--- src/rtl/sim_run_monitor_if.sv ---
// Harness-side bus of the run monitor: instruction tap, register-file read port,
// dump stream and run status.
interface sim_run_monitor_if #(
    parameter int unsigned DATA_W    = 32,
    parameter int unsigned REG_IDX_W = 5,
    parameter int unsigned CNT_W     = 32
);
    logic [DATA_W-1:0]    ip_instr;
    logic                 ip_instr_valid;
    logic [REG_IDX_W-1:0] op_rf_raddr;
    logic [DATA_W-1:0]    ip_rf_rdata;
    logic                 op_dump_valid;
    logic                 ip_dump_ready;
    logic [REG_IDX_W-1:0] op_dump_idx;
    logic [DATA_W-1:0]    op_dump_data;
    logic [CNT_W-1:0]     op_cycle_count;
    logic [CNT_W-1:0]     op_halt_cycle;
    logic                 op_done;
    logic                 op_timeout;

    modport master (
        input  ip_instr, ip_instr_valid, ip_rf_rdata, ip_dump_ready,
        output op_rf_raddr, op_dump_valid, op_dump_idx, op_dump_data,
               op_cycle_count, op_halt_cycle, op_done, op_timeout
    );

    modport slave (
        output ip_instr, ip_instr_valid, ip_rf_rdata, ip_dump_ready,
        input  op_rf_raddr, op_dump_valid, op_dump_idx, op_dump_data,
               op_cycle_count, op_halt_cycle, op_done, op_timeout
    );
endinterface

--- src/rtl/sim_run_monitor.sv ---
// Run control for processor test harnesses: cycle count, halt detection,
// pipeline drain, timeout and a valid/ready register-file dump.
module sim_run_monitor #(
    parameter int unsigned DATA_W         = 32,
    parameter int unsigned NUM_REGS       = 32,
    parameter int unsigned REG_IDX_W      = 5,
    parameter int unsigned CNT_W          = 32,
    parameter int unsigned DRAIN_CYCLES   = 5,
    parameter int unsigned TIMEOUT_CYCLES = 100,
    parameter logic [DATA_W-1:0] HALT_WORD = '0
) (
    input  logic clk,
    input  logic rst,
    sim_run_monitor_if.master bus
);
    localparam int unsigned DW = (DRAIN_CYCLES > 1) ? $clog2(DRAIN_CYCLES) : 1;
    localparam logic [DW-1:0]        DRAIN_LAST = DW'((DRAIN_CYCLES == 0) ? 0 : DRAIN_CYCLES - 1);
    localparam logic [CNT_W-1:0]     TO_LAST    = CNT_W'(TIMEOUT_CYCLES - 1);
    localparam logic [REG_IDX_W-1:0] IDX_LAST   = REG_IDX_W'(NUM_REGS - 1);

    typedef enum logic [2:0] {S_RUN, S_DRAIN, S_DUMP, S_DONE, S_TIMEOUT} state_e;

    state_e               state_q, state_d;
    logic [CNT_W-1:0]     cnt_q, cnt_d;
    logic [CNT_W-1:0]     halt_q, halt_d;
    logic [DW-1:0]        drain_q, drain_d;
    logic [REG_IDX_W-1:0] idx_q, idx_d;
    logic                 halt_det;
    logic [CNT_W-1:0]     cnt_inc;

    assign halt_det = bus.ip_instr_valid && (bus.ip_instr == HALT_WORD);
    // Saturating increment: a stuck counter is easier to spot than a wrapped one.
    assign cnt_inc  = (cnt_q == '1) ? cnt_q : cnt_q + 1'b1;

    always_comb begin
        state_d = state_q;
        cnt_d   = cnt_q;
        halt_d  = halt_q;
        drain_d = drain_q;
        idx_d   = idx_q;
        case (state_q)
            S_RUN: begin
                cnt_d = cnt_inc;
                // Halt is checked first so it wins over a same-cycle timeout.
                if (halt_det) begin
                    halt_d  = cnt_q;
                    drain_d = '0;
                    idx_d   = '0;
                    state_d = (DRAIN_CYCLES == 0) ? S_DUMP : S_DRAIN;
                end else if (cnt_q == TO_LAST) begin
                    state_d = S_TIMEOUT;
                end
            end
            S_DRAIN: begin
                cnt_d = cnt_inc;
                if (drain_q == DRAIN_LAST) begin
                    state_d = S_DUMP;
                    idx_d   = '0;
                end else begin
                    drain_d = drain_q + 1'b1;
                end
            end
            S_DUMP: begin
                if (bus.ip_dump_ready) begin
                    if (idx_q == IDX_LAST) begin
                        state_d = S_DONE;
                        idx_d   = '0;
                    end else begin
                        idx_d = idx_q + 1'b1;
                    end
                end
            end
            default: ;
        endcase
    end

    always_ff @(posedge clk) begin
        if (rst) begin
            state_q <= S_RUN;
            cnt_q   <= '0;
            halt_q  <= '0;
            drain_q <= '0;
            idx_q   <= '0;
        end else begin
            state_q <= state_d;
            cnt_q   <= cnt_d;
            halt_q  <= halt_d;
            drain_q <= drain_d;
            idx_q   <= idx_d;
        end
    end

    assign bus.op_dump_valid  = (state_q == S_DUMP);
    assign bus.op_rf_raddr    = (state_q == S_DUMP) ? idx_q : '0;
    assign bus.op_dump_idx    = idx_q;
    assign bus.op_dump_data   = bus.ip_rf_rdata;
    assign bus.op_cycle_count = cnt_q;
    assign bus.op_halt_cycle  = halt_q;
    assign bus.op_done        = (state_q == S_DONE);
    assign bus.op_timeout     = (state_q == S_TIMEOUT);
endmodule

--- src/flat_wrapper.sv ---
// flat-port wrapper written by rule: the top's interface ports become plain ports
module sim_run_monitor_flat 
#(
    parameter int unsigned DATA_W         = 32,
    parameter int unsigned NUM_REGS       = 32,
    parameter int unsigned REG_IDX_W      = 5,
    parameter int unsigned CNT_W          = 32,
    parameter int unsigned DRAIN_CYCLES   = 5,
    parameter int unsigned TIMEOUT_CYCLES = 100,
    parameter logic [DATA_W-1:0] HALT_WORD = '0
)
  (clk, rst, bus_ip_instr, bus_ip_instr_valid, bus_ip_rf_rdata, bus_ip_dump_ready, bus_op_rf_raddr, bus_op_dump_valid, bus_op_dump_idx, bus_op_dump_data, bus_op_cycle_count, bus_op_halt_cycle, bus_op_done, bus_op_timeout);
  sim_run_monitor_if #(.DATA_W(DATA_W), .REG_IDX_W(REG_IDX_W), .CNT_W(CNT_W)) bus_i ();
  input  logic clk;
  input  logic rst;
  input wire logic [$bits(bus_i.ip_instr)-1:0] bus_ip_instr;
  input wire logic [$bits(bus_i.ip_instr_valid)-1:0] bus_ip_instr_valid;
  input wire logic [$bits(bus_i.ip_rf_rdata)-1:0] bus_ip_rf_rdata;
  input wire logic [$bits(bus_i.ip_dump_ready)-1:0] bus_ip_dump_ready;
  output wire logic [$bits(bus_i.op_rf_raddr)-1:0] bus_op_rf_raddr;
  output wire logic [$bits(bus_i.op_dump_valid)-1:0] bus_op_dump_valid;
  output wire logic [$bits(bus_i.op_dump_idx)-1:0] bus_op_dump_idx;
  output wire logic [$bits(bus_i.op_dump_data)-1:0] bus_op_dump_data;
  output wire logic [$bits(bus_i.op_cycle_count)-1:0] bus_op_cycle_count;
  output wire logic [$bits(bus_i.op_halt_cycle)-1:0] bus_op_halt_cycle;
  output wire logic [$bits(bus_i.op_done)-1:0] bus_op_done;
  output wire logic [$bits(bus_i.op_timeout)-1:0] bus_op_timeout;
  assign bus_i.ip_instr = bus_ip_instr;
  assign bus_i.ip_instr_valid = bus_ip_instr_valid;
  assign bus_i.ip_rf_rdata = bus_ip_rf_rdata;
  assign bus_i.ip_dump_ready = bus_ip_dump_ready;
  assign bus_op_rf_raddr = bus_i.op_rf_raddr;
  assign bus_op_dump_valid = bus_i.op_dump_valid;
  assign bus_op_dump_idx = bus_i.op_dump_idx;
  assign bus_op_dump_data = bus_i.op_dump_data;
  assign bus_op_cycle_count = bus_i.op_cycle_count;
  assign bus_op_halt_cycle = bus_i.op_halt_cycle;
  assign bus_op_done = bus_i.op_done;
  assign bus_op_timeout = bus_i.op_timeout;
  sim_run_monitor #(.DATA_W(DATA_W), .NUM_REGS(NUM_REGS), .REG_IDX_W(REG_IDX_W), .CNT_W(CNT_W), .DRAIN_CYCLES(DRAIN_CYCLES), .TIMEOUT_CYCLES(TIMEOUT_CYCLES), .HALT_WORD(HALT_WORD)) u_core (.clk(clk), .rst(rst), .bus(bus_i));
endmodule
--- config.mk ---
export PLATFORM = sky130hd
export DESIGN_NAME = sim_run_monitor_flat
export DESIGN_NICKNAME = d
export VERILOG_FILES = /design/src/rtl/sim_run_monitor_if.sv /design/src/rtl/sim_run_monitor.sv /design/src/flat_wrapper.sv
export SDC_FILE = /design/constraint.sdc
export NUM_CORES = 1
export LEC_CHECK = 0
export BUFFER_PORTS_ARGS = -buffer_cell sky130_fd_sc_hd__buf_2
export CORE_MARGIN = 2
export CORE_UTILIZATION = 30
export CTS_CLUSTER_DIAMETER = 100
export DETAILED_ROUTE_END_ITERATION = 8
export GPL_TIMING_DRIVEN = 1
export PLACE_DENSITY = 0.6
export SLEW_MARGIN = 15
export SYNTH_ARGS = -nofsm -noshare
export SYNTH_HDL_FRONTEND = slang
export SYNTH_SLANG_ARGS = --single-unit
--- constraint.sdc ---
create_clock -name clk -period 4.94 [get_ports clk]
set_input_delay 0.988 -clock clk [delete_from_list [all_inputs] [get_ports clk]]
set_output_delay 0.988 -clock clk [all_outputs]
set_load 0.02 [all_outputs]
==> out/results.ini <==
[synthesis]
synth_compound_area_frac = 0.1532
ys_seq_elements = 75
synth_mux_area_frac = 0.005484
synth_edf_count = 0
synthSimpleGateAreaFrac = 0.3045
synth_top_family_by_area = simple AND/OR/NAND/NOR gates
synth.distinct_cells = 56
synthTopCellsByArea = dfxtp_1, nand2_1, a21oi_1
synthArstFlopShare = 0
yosysTopAreaCellShare = 0.3871
synth-adder-area-share = 0.01613
synth-seq-area-share = 0.3871
netlist_area_mm2 = 0.003879
syn-num-nets = 554
ys.flop_type = dfxtp_1
synthTopCellsByCount = nand2_1, dfxtp_1, a21oi_1
synth_most_common_cell = nand2_1
synth_warnings = 0
synth_xor_area_frac = 0.02710
syn_avg_cell_area_um2 = 8.064
yosysTopAreaCell = dfxtp_1
syn_inst = 481

[critical_path]
critPathTopFamily = simple AND/OR/NAND/NOR gates
critPathArrivalTime_ns = 1.96
start_kind = register
cp_cell_sequence = nor3b_1 > and2_1 > buf_2
cp_max_fo = 11
critPathCaptureType = output pin
crit_type = register to output pin
cp_data_required_time_ns = 3.95
crit_buf_inv = 1
crit_path_top_delay_cell = nor3b_1
slowest_delay_ns = 0.72

[timing]
maxSlewHeadroom = 0.4325
final_max_slew_viol_count = 0
period_share = 0.5976
setup_ws_ns = 1.988
setup_violations = 0
final-hold-violation-count = 0
clock.fmax_mhz = 338.7
fin_setup_tns_ns = 0
grt_setup_unrepaired = no
worst_pin_slew_ns = 0.8440
skew_ns = 0.007131
min_period_ns = 2.952

[layout]
fin_nets = 619
diodes = 0
drive_gt1_frac = 0.2618
layout.area.seq_mm2 = 0.001501
nFillCells = 1360
multiInputGateArea_mm2 = 0.001964
fin_cells = 722
area_growth_pct = 17.45

[placed_design]
gp_routability_congestion = 0.8548
io_buffer_count = 112
dp_hpwl_um = 7324
dp.cells = 707
place_ws_ns = 1.971

[cts]
cts.htree.levels = 3
ctsResizeCount = 0
cts_hold_buf = 0
cts_root_buf = clkbuf_16
clkTransAtPathRegs_ns = 0.06
cts.sinks = 75
cts_buffers = 9
clock_latency_ns = 0.34
cts_tree = yes
post_cts_buffers = 0
cts.path.max_buffers = 2

[power]
vdd_drop_max_uv = 124.4
p_leak_nw = 1.807
powerDensity_mw_per_mm2 = 272.7
power_mw = 1.242

[routing]
wl_um = 10290
drt-initial-drc-count = 182
first_pass_iters = 4
drc = 0
routedWlPerCell_um = 14.25
vias = 3653
routed_via_density = 5.060
ant_nets = 0

[run]
max_cap_violations = 0

[floorplan]
core_area_mm2 = 0.01262
initial_core_util = 0.3074
rows = 41
dieArea_mm2 = 0.01385
ios = 177
die_x_um = 117.7
die_h_um = 117.7

[global_route]
grt_usage = 0.1502
overflow = 0
grt_pass1_wl_um = 16980
antenna_found_initial = 0
grt_pass1_vias = 3452
grt_max_degree = 48

[outcome]
status = completed

[worst_hold_path]
min_path_type = register to register

state kept, by name, summed over array words and instances (netlist names):
signal,cells
u_core.state_q,3
u_core.bus.op_dump_idx,5
u_core.bus.op_cycle_count,32
u_core.bus.op_halt_cycle,32
u_core.drain_q,3
metal layers:
layer  part of all wire  global-route usage  up-vias
met5                  0                   0        -
met4              0.015             0.06175        0
met3              0.055             0.04748       20
met2               0.47              0.2369       84
met1               0.46              0.1896     1737
li1                   -                   -     1812
report_power, final:
group / internal, mW / leakage (nW) / switching (mW)
logic: 0.0172 / 1.07 / 0.0233
clock network: 0.348 / 0.132 / 0.242
registers: 0.607 / 0.604 / 0.00371
total: 0.973 / 1.81 / 0.269
logic make-up (layout without fill, tap and decap cells):
| group | Yosys count | in the layout |
|---|---|---|
| buffers and inverters | 68 | 137 |
| and+or+nand+nor | 221 | 221 |
| DFF | 75 | 75 |
| adders and majority gates | 5 | 5 |
| xor gates and xnor gates | 12 | 12 |
| AOI/OAI and AO/OA | 98 | 98 |
| muxes | 2 | 2 |
worst min-delay path, cell delays in order, from the launching register on:
cell and delay [ns]:
dfxtp_1 0.30, nand2_1 0.05, a21oi_1 0.05
final cells by class:
| class | instances | share of cell area |
|---|---|---|
| clock buffer | 12 | 0.05411 |
| clock inverter | 3 | 0.003296 |
| inverter | 6 | 0.004944 |
| multi-input combinational | 338 | 0.4312 |
| sequential | 75 | 0.3296 |
| tap | 172 | 0.04724 |
| timing repair buffer | 116 | 0.1296 |
worst paths after layout:
kind	from	end	slack, ns	cells after the start
max reg2reg	u_core.bus.op_cycle_count[0]$_SDFFE_PP0P_	u_core.bus.op_cycle_count[16]$_SDFFE_PP0P_	2.52	6
max	u_core.state_q[1]$_SDFFE_PP0P_	bus_op_rf_raddr[1]	1.99	3
min reg2reg	u_core.bus.op_halt_cycle[2]$_SDFFE_PP0P_	u_core.bus.op_halt_cycle[2]$_SDFFE_PP0P_	0.45	2
min	u_core.bus.op_halt_cycle[2]$_SDFFE_PP0P_	u_core.bus.op_halt_cycle[2]$_SDFFE_PP0P_	0.45	2
cells in the final DEF, fill, tap and decap left out, drive strengths merged, types with 12 or more instances in the layout:
cell	n
nand4	14
nor4	13
a21oi	55
or3	13
clkbuf	12
nand2	82
buf	116
xnor2	12
nor2	21
dfxtp	75
nand3	17
stage by stage:
step                        util  area [um^2]  hold WS, ns
after CTS                 0.3610         4556       0.4501
after floorplan                -         3879       0.4647
final                     0.3610         4556       0.4452
after global placement    0.3403         4294       0.4352
after global routing      0.3610         4556       0.4634
after detailed placement  0.3403         4294       0.4429
Power figures use the tool's default switching activity.
